==> src/rtl/clk_period_meter_if.sv <==
// Signal bundle between a divided-clock source/consumer and clk_period_meter.
// The master drives the measured clock and enable; the slave returns the measurements.
interface clk_period_meter_if #(
  parameter int CNT_W = 16
);
  logic             div_clk_in;
  logic             meas_en;
  logic [CNT_W-1:0] period;
  logic [CNT_W-1:0] high_time;
  logic             period_valid;
  logic             locked;
  logic             overflow;

  modport master (
    output div_clk_in, meas_en,
    input  period, high_time, period_valid, locked, overflow
  );

  modport slave (
    input  div_clk_in, meas_en,
    output period, high_time, period_valid, locked, overflow
  );
endinterface

==> src/rtl/clk_period_meter.sv <==
// Measures period and high time of a divided clock in system-clock cycles.
// Define CLK_PERIOD_METER_SYNC_EN to add a synchronizer stage for an unrelated source domain.
module clk_period_meter #(
  parameter int CNT_W = 16
) (
  input  logic              clk,
  input  logic              reset,
  clk_period_meter_if.slave mif
);

  typedef enum logic [1:0] {
    IDLE,
    ARM,
    MEASURE
  } state_t;

  localparam logic [CNT_W-1:0] CNT_MAX = '1;
  localparam logic [CNT_W-1:0] CNT_ONE = CNT_W'(1);

  logic             smp_q;
  logic             smpDly_q;
  logic             rise_q;

  state_t           state_q, state_d;
  logic [CNT_W-1:0] cnt_q, cnt_d;
  logic [CNT_W-1:0] hcnt_q, hcnt_d;
  logic [CNT_W-1:0] period_q, period_d;
  logic [CNT_W-1:0] highTime_q, highTime_d;
  logic             periodValid_q, periodValid_d;
  logic             locked_q, locked_d;
  logic             overflow_q, overflow_d;
  logic             havePrev_q, havePrev_d;

`ifdef CLK_PERIOD_METER_SYNC_EN
  logic meta_q;

  always_ff @(posedge clk or posedge reset) begin
    if (reset) begin
      meta_q <= 1'b0;
      smp_q  <= 1'b0;
    end else begin
      meta_q <= mif.div_clk_in;
      smp_q  <= meta_q;
    end
  end
`else
  always_ff @(posedge clk or posedge reset) begin
    if (reset) begin
      smp_q <= 1'b0;
    end else begin
      smp_q <= mif.div_clk_in;
    end
  end
`endif

  // Edge detect is registered, so rise_q lines up with smpDly_q as the "current" level.
  always_ff @(posedge clk or posedge reset) begin
    if (reset) begin
      smpDly_q <= 1'b0;
      rise_q   <= 1'b0;
    end else begin
      smpDly_q <= smp_q;
      rise_q   <= smp_q & ~smpDly_q;
    end
  end

  always_ff @(posedge clk or posedge reset) begin
    if (reset) begin
      state_q       <= IDLE;
      cnt_q         <= '0;
      hcnt_q        <= '0;
      period_q      <= '0;
      highTime_q    <= '0;
      periodValid_q <= 1'b0;
      locked_q      <= 1'b0;
      overflow_q    <= 1'b0;
      havePrev_q    <= 1'b0;
    end else begin
      state_q       <= state_d;
      cnt_q         <= cnt_d;
      hcnt_q        <= hcnt_d;
      period_q      <= period_d;
      highTime_q    <= highTime_d;
      periodValid_q <= periodValid_d;
      locked_q      <= locked_d;
      overflow_q    <= overflow_d;
      havePrev_q    <= havePrev_d;
    end
  end

  always_comb begin
    state_d       = state_q;
    cnt_d         = cnt_q;
    hcnt_d        = hcnt_q;
    period_d      = period_q;
    highTime_d    = highTime_q;
    periodValid_d = 1'b0;
    locked_d      = locked_q;
    overflow_d    = overflow_q;
    havePrev_d    = havePrev_q;

    // Enable low overrides everything, including a strobe that would otherwise fire this edge.
    if (!mif.meas_en) begin
      state_d    = IDLE;
      cnt_d      = '0;
      hcnt_d     = '0;
      locked_d   = 1'b0;
      overflow_d = 1'b0;
      havePrev_d = 1'b0;
    end else begin
      unique case (state_q)
        IDLE: begin
          state_d    = ARM;
          cnt_d      = '0;
          hcnt_d     = '0;
          havePrev_d = 1'b0;
        end
        ARM: begin
          havePrev_d = 1'b0;
          if (rise_q) begin
            cnt_d   = CNT_ONE;
            hcnt_d  = CNT_ONE;
            state_d = MEASURE;
          end
        end
        MEASURE: begin
          // A rise takes priority over the overflow check at cnt == max.
          if (rise_q) begin
            period_d      = cnt_q;
            highTime_d    = hcnt_q;
            periodValid_d = 1'b1;
            locked_d      = havePrev_q && (cnt_q == period_q);
            havePrev_d    = 1'b1;
            cnt_d         = CNT_ONE;
            hcnt_d        = CNT_ONE;
          end else if (cnt_q == CNT_MAX) begin
            overflow_d = 1'b1;
            locked_d   = 1'b0;
            havePrev_d = 1'b0;
            cnt_d      = '0;
            hcnt_d     = '0;
            state_d    = ARM;
          end else begin
            cnt_d  = cnt_q + CNT_ONE;
            hcnt_d = hcnt_q + {{(CNT_W-1){1'b0}}, smpDly_q};
          end
        end
        default: state_d = IDLE;
      endcase
    end
  end

  assign mif.period       = period_q;
  assign mif.high_time    = highTime_q;
  assign mif.period_valid = periodValid_q;
  assign mif.locked       = locked_q;
  assign mif.overflow     = overflow_q;

endmodule

==> src/flat_wrapper.sv <==
// flat-port wrapper written by rule: the top's interface ports become plain ports
module clk_period_meter_flat 
#(
  parameter int CNT_W = 16
)
  (clk, reset, mif_div_clk_in, mif_meas_en, mif_period, mif_high_time, mif_period_valid, mif_locked, mif_overflow);
  clk_period_meter_if #(.CNT_W(CNT_W)) mif_i ();
  input  logic clk;
  input  logic reset;
  input wire logic [$bits(mif_i.div_clk_in)-1:0] mif_div_clk_in;
  input wire logic [$bits(mif_i.meas_en)-1:0] mif_meas_en;
  output wire logic [$bits(mif_i.period)-1:0] mif_period;
  output wire logic [$bits(mif_i.high_time)-1:0] mif_high_time;
  output wire logic [$bits(mif_i.period_valid)-1:0] mif_period_valid;
  output wire logic [$bits(mif_i.locked)-1:0] mif_locked;
  output wire logic [$bits(mif_i.overflow)-1:0] mif_overflow;
  assign mif_i.div_clk_in = mif_div_clk_in;
  assign mif_i.meas_en = mif_meas_en;
  assign mif_period = mif_i.period;
  assign mif_high_time = mif_i.high_time;
  assign mif_period_valid = mif_i.period_valid;
  assign mif_locked = mif_i.locked;
  assign mif_overflow = mif_i.overflow;
  clk_period_meter #(.CNT_W(CNT_W)) u_core (.clk(clk), .reset(reset), .mif(mif_i));
endmodule
==> config.mk <==
export PLATFORM = sky130hd
export DESIGN_NAME = clk_period_meter_flat
export DESIGN_NICKNAME = d
export VERILOG_FILES = /design/src/rtl/clk_period_meter_if.sv /design/src/rtl/clk_period_meter.sv /design/src/flat_wrapper.sv
export SDC_FILE = /design/constraint.sdc
export NUM_CORES = 1
export LEC_CHECK = 0
export ABC_AREA = 1
export CAP_MARGIN = 20
export CORE_ASPECT_RATIO = 1.75
export CORE_MARGIN = 5
export CORE_UTILIZATION = 35
export CTS_CLUSTER_SIZE = 40
export DETAILED_ROUTE_END_ITERATION = 8
export PLACE_DENSITY = 0.55
export SLEW_MARGIN = 20
export SYNTH_ARGS = -nofsm -noshare
export SYNTH_HDL_FRONTEND = slang
export SYNTH_SLANG_ARGS = --single-unit
==> constraint.sdc <==
create_clock -name clk -period 2.7 [get_ports clk]
set_input_delay 0.27 -clock clk [delete_from_list [all_inputs] [get_ports clk]]
set_output_delay 0.27 -clock clk [all_outputs]
set_load 0.01 [all_outputs]
Word-level counts from Yosys, hierarchy flattened
Cells that the tools add are included.
Word-level totals
  input bits: 4
  word-level logic and storage cells: 67
  register bits after elaboration: 73
  output and inout bits: 35
Cells by class
  equality and inequality tests: 14
  bitwise logic cells: 2
  add/subtract/negate cells: 2
  mux-type cells: 28
  reduce and logical (&&, ||, !) cells: 9
Operators by type and width (count)
  $mux 16: 7
  $pmux 16 s3: 2
  $add 16x1->16: 1
  $add 16x1->16 const B: 1
  $eq 16x16->1: 1
  $eq 16x16->1 const B: 1
  $mux 1: 13
  $ne 3x2->1 const B: 3
  $reduce_and 3->1: 3
  $mux 2: 4
  $pmux 2 s3: 1
  $reduce_and 2->1: 3
  $ne 2x1->1 const B: 2
  $ne 4x1->1 const B: 1
  $ne 4x2->1 const B: 1
  $ne 3x1->1 const B: 1
  $ne 3x3->1 const B: 1
  $eq 2x1->1 const B: 1
  $eq 2x2->1 const B: 1
  $logic_not 2->1: 1
  $ne 2x2->1 const B: 1
  $pmux 1 s2: 1
  $reduce_or 2->1: 1
  $and 1x1->1: 1
  other kinds (2): 2

Logic depth before layout (Yosys ltp)
  depth in word-level cells: 5
  depth in mapped cells: 12
  gate-level depth less buffers: 11

Worst setup path after synthesis
Ideal clock, no wire load.
  path type: flip-flop to flip-flop
  from: register u_core.state_q[0]
  to: register u_core.hcnt_q[9]
  path slack: 1.095 ns
  data arrival time: 1.485 ns
  period minus slack after synthesis: 1.605 ns
  path buffers: 1
  data required time: 2.580 ns
  cell stages (with the launch flop): 10
  setup time: 0.120 ns
  cells stage by stage: dfrtp_1 inv_1 ha_1 nor2_4 nand2_2 nand2_4 buf_6 nor2_1 xor2_1 nor2_2
On the way
  word-level cells in the longest chain between the ends: 3
  elaborated cells on any way between the ends: 8
  classes of those cells: 4 x eq/ne; 2 x mux; 2 x reduce/logical
Ends and longest elaborated chain
  start: declaration: RTL line clk_period_meter.sv:24  | state_t state_q, state_d;
  start signal: assignment: RTL line clk_period_meter.sv:79  | state_q <= state_d;
  $eq 2x2->1, or another cell as far along: RTL line clk_period_meter.sv:111  | unique case (state_q)
  $pmux 16 s3, or another cell as far along: RTL line clk_period_meter.sv:111
  $mux 16 or $reduce_and 2->1 (tied branches)
  end signal: assignment: RTL line clk_period_meter.sv:81  | hcnt_q <= hcnt_d;
  end: declaration: RTL line clk_period_meter.sv:26  | logic [CNT_W-1:0] hcnt_q, hcnt_d;
Several ways; a longest one is shown, not always the timed one.
A chain may end at the register's enable or synchronous reset.

Final worst setup path
  from: register u_core.state_q[0]
  to: register u_core.hcnt_q[8]
The elaborated chain is that of the path after synthesis.

==> summary.txt <==
Status
  • Result of the run: finished, final reports clean

Logic synthesis
  • Synth top area cells: sky130_fd_sc_hd__dfrtp_1 47%, sky130_fd_sc_hd__nand2_1 15%, sky130_fd_sc_hd__inv_1 5.2%
  • Main synth FF type: sky130_fd_sc_hd__dfrtp_1
  • Unique cell type count in the Yosys netlist: 28
  • Register bit total from synthesis: 73
  • Post-Synth Adder-Cell Area: 2.25%
  • Commonest cells post-synth: 158 x sky130_fd_sc_hd__nand2_1, 73 x sky130_fd_sc_hd__dfrtp_1, 54 x sky130_fd_sc_hd__inv_1, 43 x sky130_fd_sc_hd__nor2_1, 27 x sky130_fd_sc_hd__o21ai_0
  • Number of nets produced by synthesis: 503
  • Post-synth EDFFs: 0
  • XOR/XNOR Fraction of Synth Area: 4.95%
  • Sequential area share after synthesis: 47.0%
  • Average instance area after synthesis: 7.91 um^2
  • Post-synthesis share of cell area spent on and, or, nand and nor gates: 31.2%
  • Proportion of synthesized flip-flops having asynchronous set or reset: 100%
  • Dominant cell type by area after synthesis: sky130_fd_sc_hd__dfrtp_1
  • Yosys warning count: 0
  • Mapped Area: 3890 um^2
  • Fraction of the mapped netlist area in compound gates: 6.01%
  • Synthesized instance count: 492
  • Area fraction of the dominant cell type after synthesis: 47.0%
  • Dominant cell by count in the synthesized netlist: sky130_fd_sc_hd__nand2_1
  • Dominant combinational cell family by area after synthesis: simple AND/OR/NAND/NOR gates
  • Multiplexer fraction of the synthesized cell area: 0%

Die
  • Die height: 149 um
  • Floorplan die width: 89.7 um
  • Starting density of the core: 35.2%
  • Total core area: 11000 um^2
  • Die footprint: 13400 um^2
  • Floorplan row count: 51
  • I/O pin count: 39

STA
  • Final period utilization: 73.0%
  • Clock skew: 0.00635 ns
  • Shortest period the worst path allows: 1.97 ns
  • Max Freq: 0.508 GHz
  • Final Slew Violations: 0
  • Smallest setup slack after layout: 0.730 ns
  • Number of setup violations in the final report: 0
  • Sum of negative setup slack: 0 ns
  • Worst rel slew slack: 58.0%
  • Hold Worst Slack: 0.345 ns
  • Pin slew with the least headroom to its limit: 0.629 ns
  • Unrepaired setup endpoints after global routing: false
  • Hold Vio Cnt, Final: 0

Clock network
  • CTS Root Buffer Type: sky130_fd_sc_hd__clkbuf_16
  • TritonCTS clock tree: done
  • Cells resized by post-CTS repair: 0
  • CTS H-tree lvls: 3
  • Clock input transition at the sequential cells of the worst setup and hold paths: 0.06 ns
  • Number of clock buffers inserted by TritonCTS: 9
  • Latest clock arrival within the worst-skew pair: 0.33 ns
  • Clk sinks: 73
  • Setup Fix Bufs, Post-CTS: 0
  • CTS Buffer Depth: 2
  • Number of hold buffers added after cts: 0

Final layout
  • Core Util, Final: 42.6%
  • Final Instance Count excl. Fillers: 668
  • Area added between synthesis and finish: 21.0%
  • Number of fill cells in the layout: 1127
  • Net count of the finished layout: 542
  • Layout cells sized above 1: 11.6%
  • Number of inserted diodes: 0

Route
  • Number of violations reported at the end of detailed-routing iteration 0: 120
  • DRC violations left: 0
  • DRT antenna net count: 0
  • Average vias per placed instance: 4.69
  • Number of iterations in the first detailed-routing pass: 5
  • Overall routed net length: 9740 um
  • Routed WL per cell: 14.6 um
  • Total via count after detailed routing: 3131

Power and ir drop
  • Worst vdd rail ir drop: 0.332 mV
  • Leakage power summed over all cells: 2.09 nW
  • Power density relative to cell area: 776 nW/um^2

GRT
  • Initial antenna violation count: 0
  • Global Route Usage Sum: 15.9%
  • Vias in the first global route: 3178
  • Leftover overflow at the end of global routing: 0
  • Wire length of the first global-routing pass: 16000 um
  • Maximum number of pins on one net before global-route repair: 74

Worst hold path
  • Min-Delay Path Class: in -> async

Worst setup path
  • Maximum fanout along the worst path: 26
  • Data required, critical path: 2.91 ns
  • Nature of the critical path endpoint: flip-flop
  • Sort of element at the start of the critical path: flip-flop
  • Critical Setup Path Class: reg -> reg
  • Critical path arrival: 2.18 ns

Placed design
  • Half-perimeter wire length after detailed placement: 7180 um
  • Worst setup slack before clock tree synthesis: 0.582 ns
  • Port bufs: 38
  • RD Place Congestion: 0.838
  • Placed Instances: 652

Run
  • Number of max-cap violations: 0
## registers in the layout, indices dropped and copies added (netlist names)
signal / count
u_core.rise_q: 1
u_core.hcnt_q: 16
u_core.mif.overflow: 1
u_core.mif.period: 16
u_core.mif.period_valid: 1
u_core.cnt_q: 16
u_core.state_q: 2
u_core.havePrev_q: 1
u_core.smpDly_q: 1
u_core.smp_q: 1
u_core.mif.high_time: 16
u_core.mif.locked: 1
## final timing paths
path / start / end / slack (ns) / cells after the start
min in group clk: u_core.smp_q / u_core.smpDly_q / 0.37 / 0
max in group asynchronous: reset / u_core.hcnt_q[0] / 2.03 / 3
min reg2reg: u_core.smp_q / u_core.smpDly_q / 0.37 / 0
max reg2reg: u_core.state_q[0] / u_core.hcnt_q[8] / 0.73 / 9
min: reset / u_core.mif.period[10] / 0.34 / 3
max: u_core.state_q[0] / u_core.hcnt_q[8] / 0.73 / 9
## worst max-delay path, stage by stage, from the launching register on
cell	delay, ns
sky130_fd_sc_hd__dfrtp_1	0.41
sky130_fd_sc_hd__inv_1	0.12
sky130_fd_sc_hd__ha_1	0.33
sky130_fd_sc_hd__nor2_4	0.08
sky130_fd_sc_hd__nand2_2	0.09
sky130_fd_sc_hd__nand2_4	0.19
sky130_fd_sc_hd__inv_4	0.20
sky130_fd_sc_hd__nand2_4	0.09
sky130_fd_sc_hd__inv_6	0.24
sky130_fd_sc_hd__nor2_1	0.09
## per-layer routing
layer / up-vias / GRT usage, % / share of wire [%]
met4: 0 / 7.82 / 3.3
met2: 35 / 29.2 / 57
met1: 1489 / 16.9 / 38
met5: - / 0 / 0
met3: 15 / 2.31 / 1.8
li1: 1592 / - / -
## report_power, final
part | internal [mW] | leakage, nW | total [mW] | switching [mW]
registers | 1.21 | 0.983 | 1.31 | 0.0993
clock network | 0.926 | 0.166 | 1.39 | 0.460
logic | 0.340 | 0.943 | 0.957 | 0.617
## logic make-up (layout without fill, tap and decap cells)
logic type,count (synthesis),count (layout)
AOI/OAI and AO/OA,46,46
buffers and inverters,73,117
adders and majority gates,7,7
and+or+nand+nor,271,271
xor gates and xnor gates,22,22
DFF,73,73
## per-stage QoR
| stage | power [mW] | instance area [um^2] |
|---|---|---|
| 2_1_floorplan | 2.04 | 3890 |
| 3_3_place_gp | 2.30 | 4360 |
| 3_5_place_dp | 2.31 | 4360 |
| 4_1_cts | 3.71 | 4710 |
| 5_1_grt | 3.86 | 4710 |
| 6_report | 3.65 | 4710 |
## cell usage in the layout, fill, tap and decap left out, drive strengths merged
cell,netlist,layout
nor2,71,71
dfrtp,73,73
a21oi,2,2
clkinv,0,1
o22ai,1,1
ha,7,7
nand2,166,166
o21ai,42,42
clkdlybuf4s50,0,38
nor3,11,11
o21bai,1,1
nand3b,1,1
xor2,22,22
nand4,6,6
buf,8,2
bufinv,0,3
nand3,16,16
inv,61,61
clkbuf,4,11
clkinvlp,0,1
## area by class of cell
| type | count | area (um^2) | share of cell area, % |
|---|---|---|---|
| Clock inverter | 5 | 103 | 2.18 |
| Inverter | 61 | 236 | 5.02 |
| Multi-Input combinational cell | 346 | 1730 | 36.7 |
| Clock buffer | 11 | 243 | 5.16 |
| Timing Repair Buffer | 40 | 408 | 8.66 |
| Sequential cell | 73 | 1830 | 38.8 |
| Tap cell | 132 | 165 | 3.51 |
No activity file was read; power rests on OpenSTA's default activity.
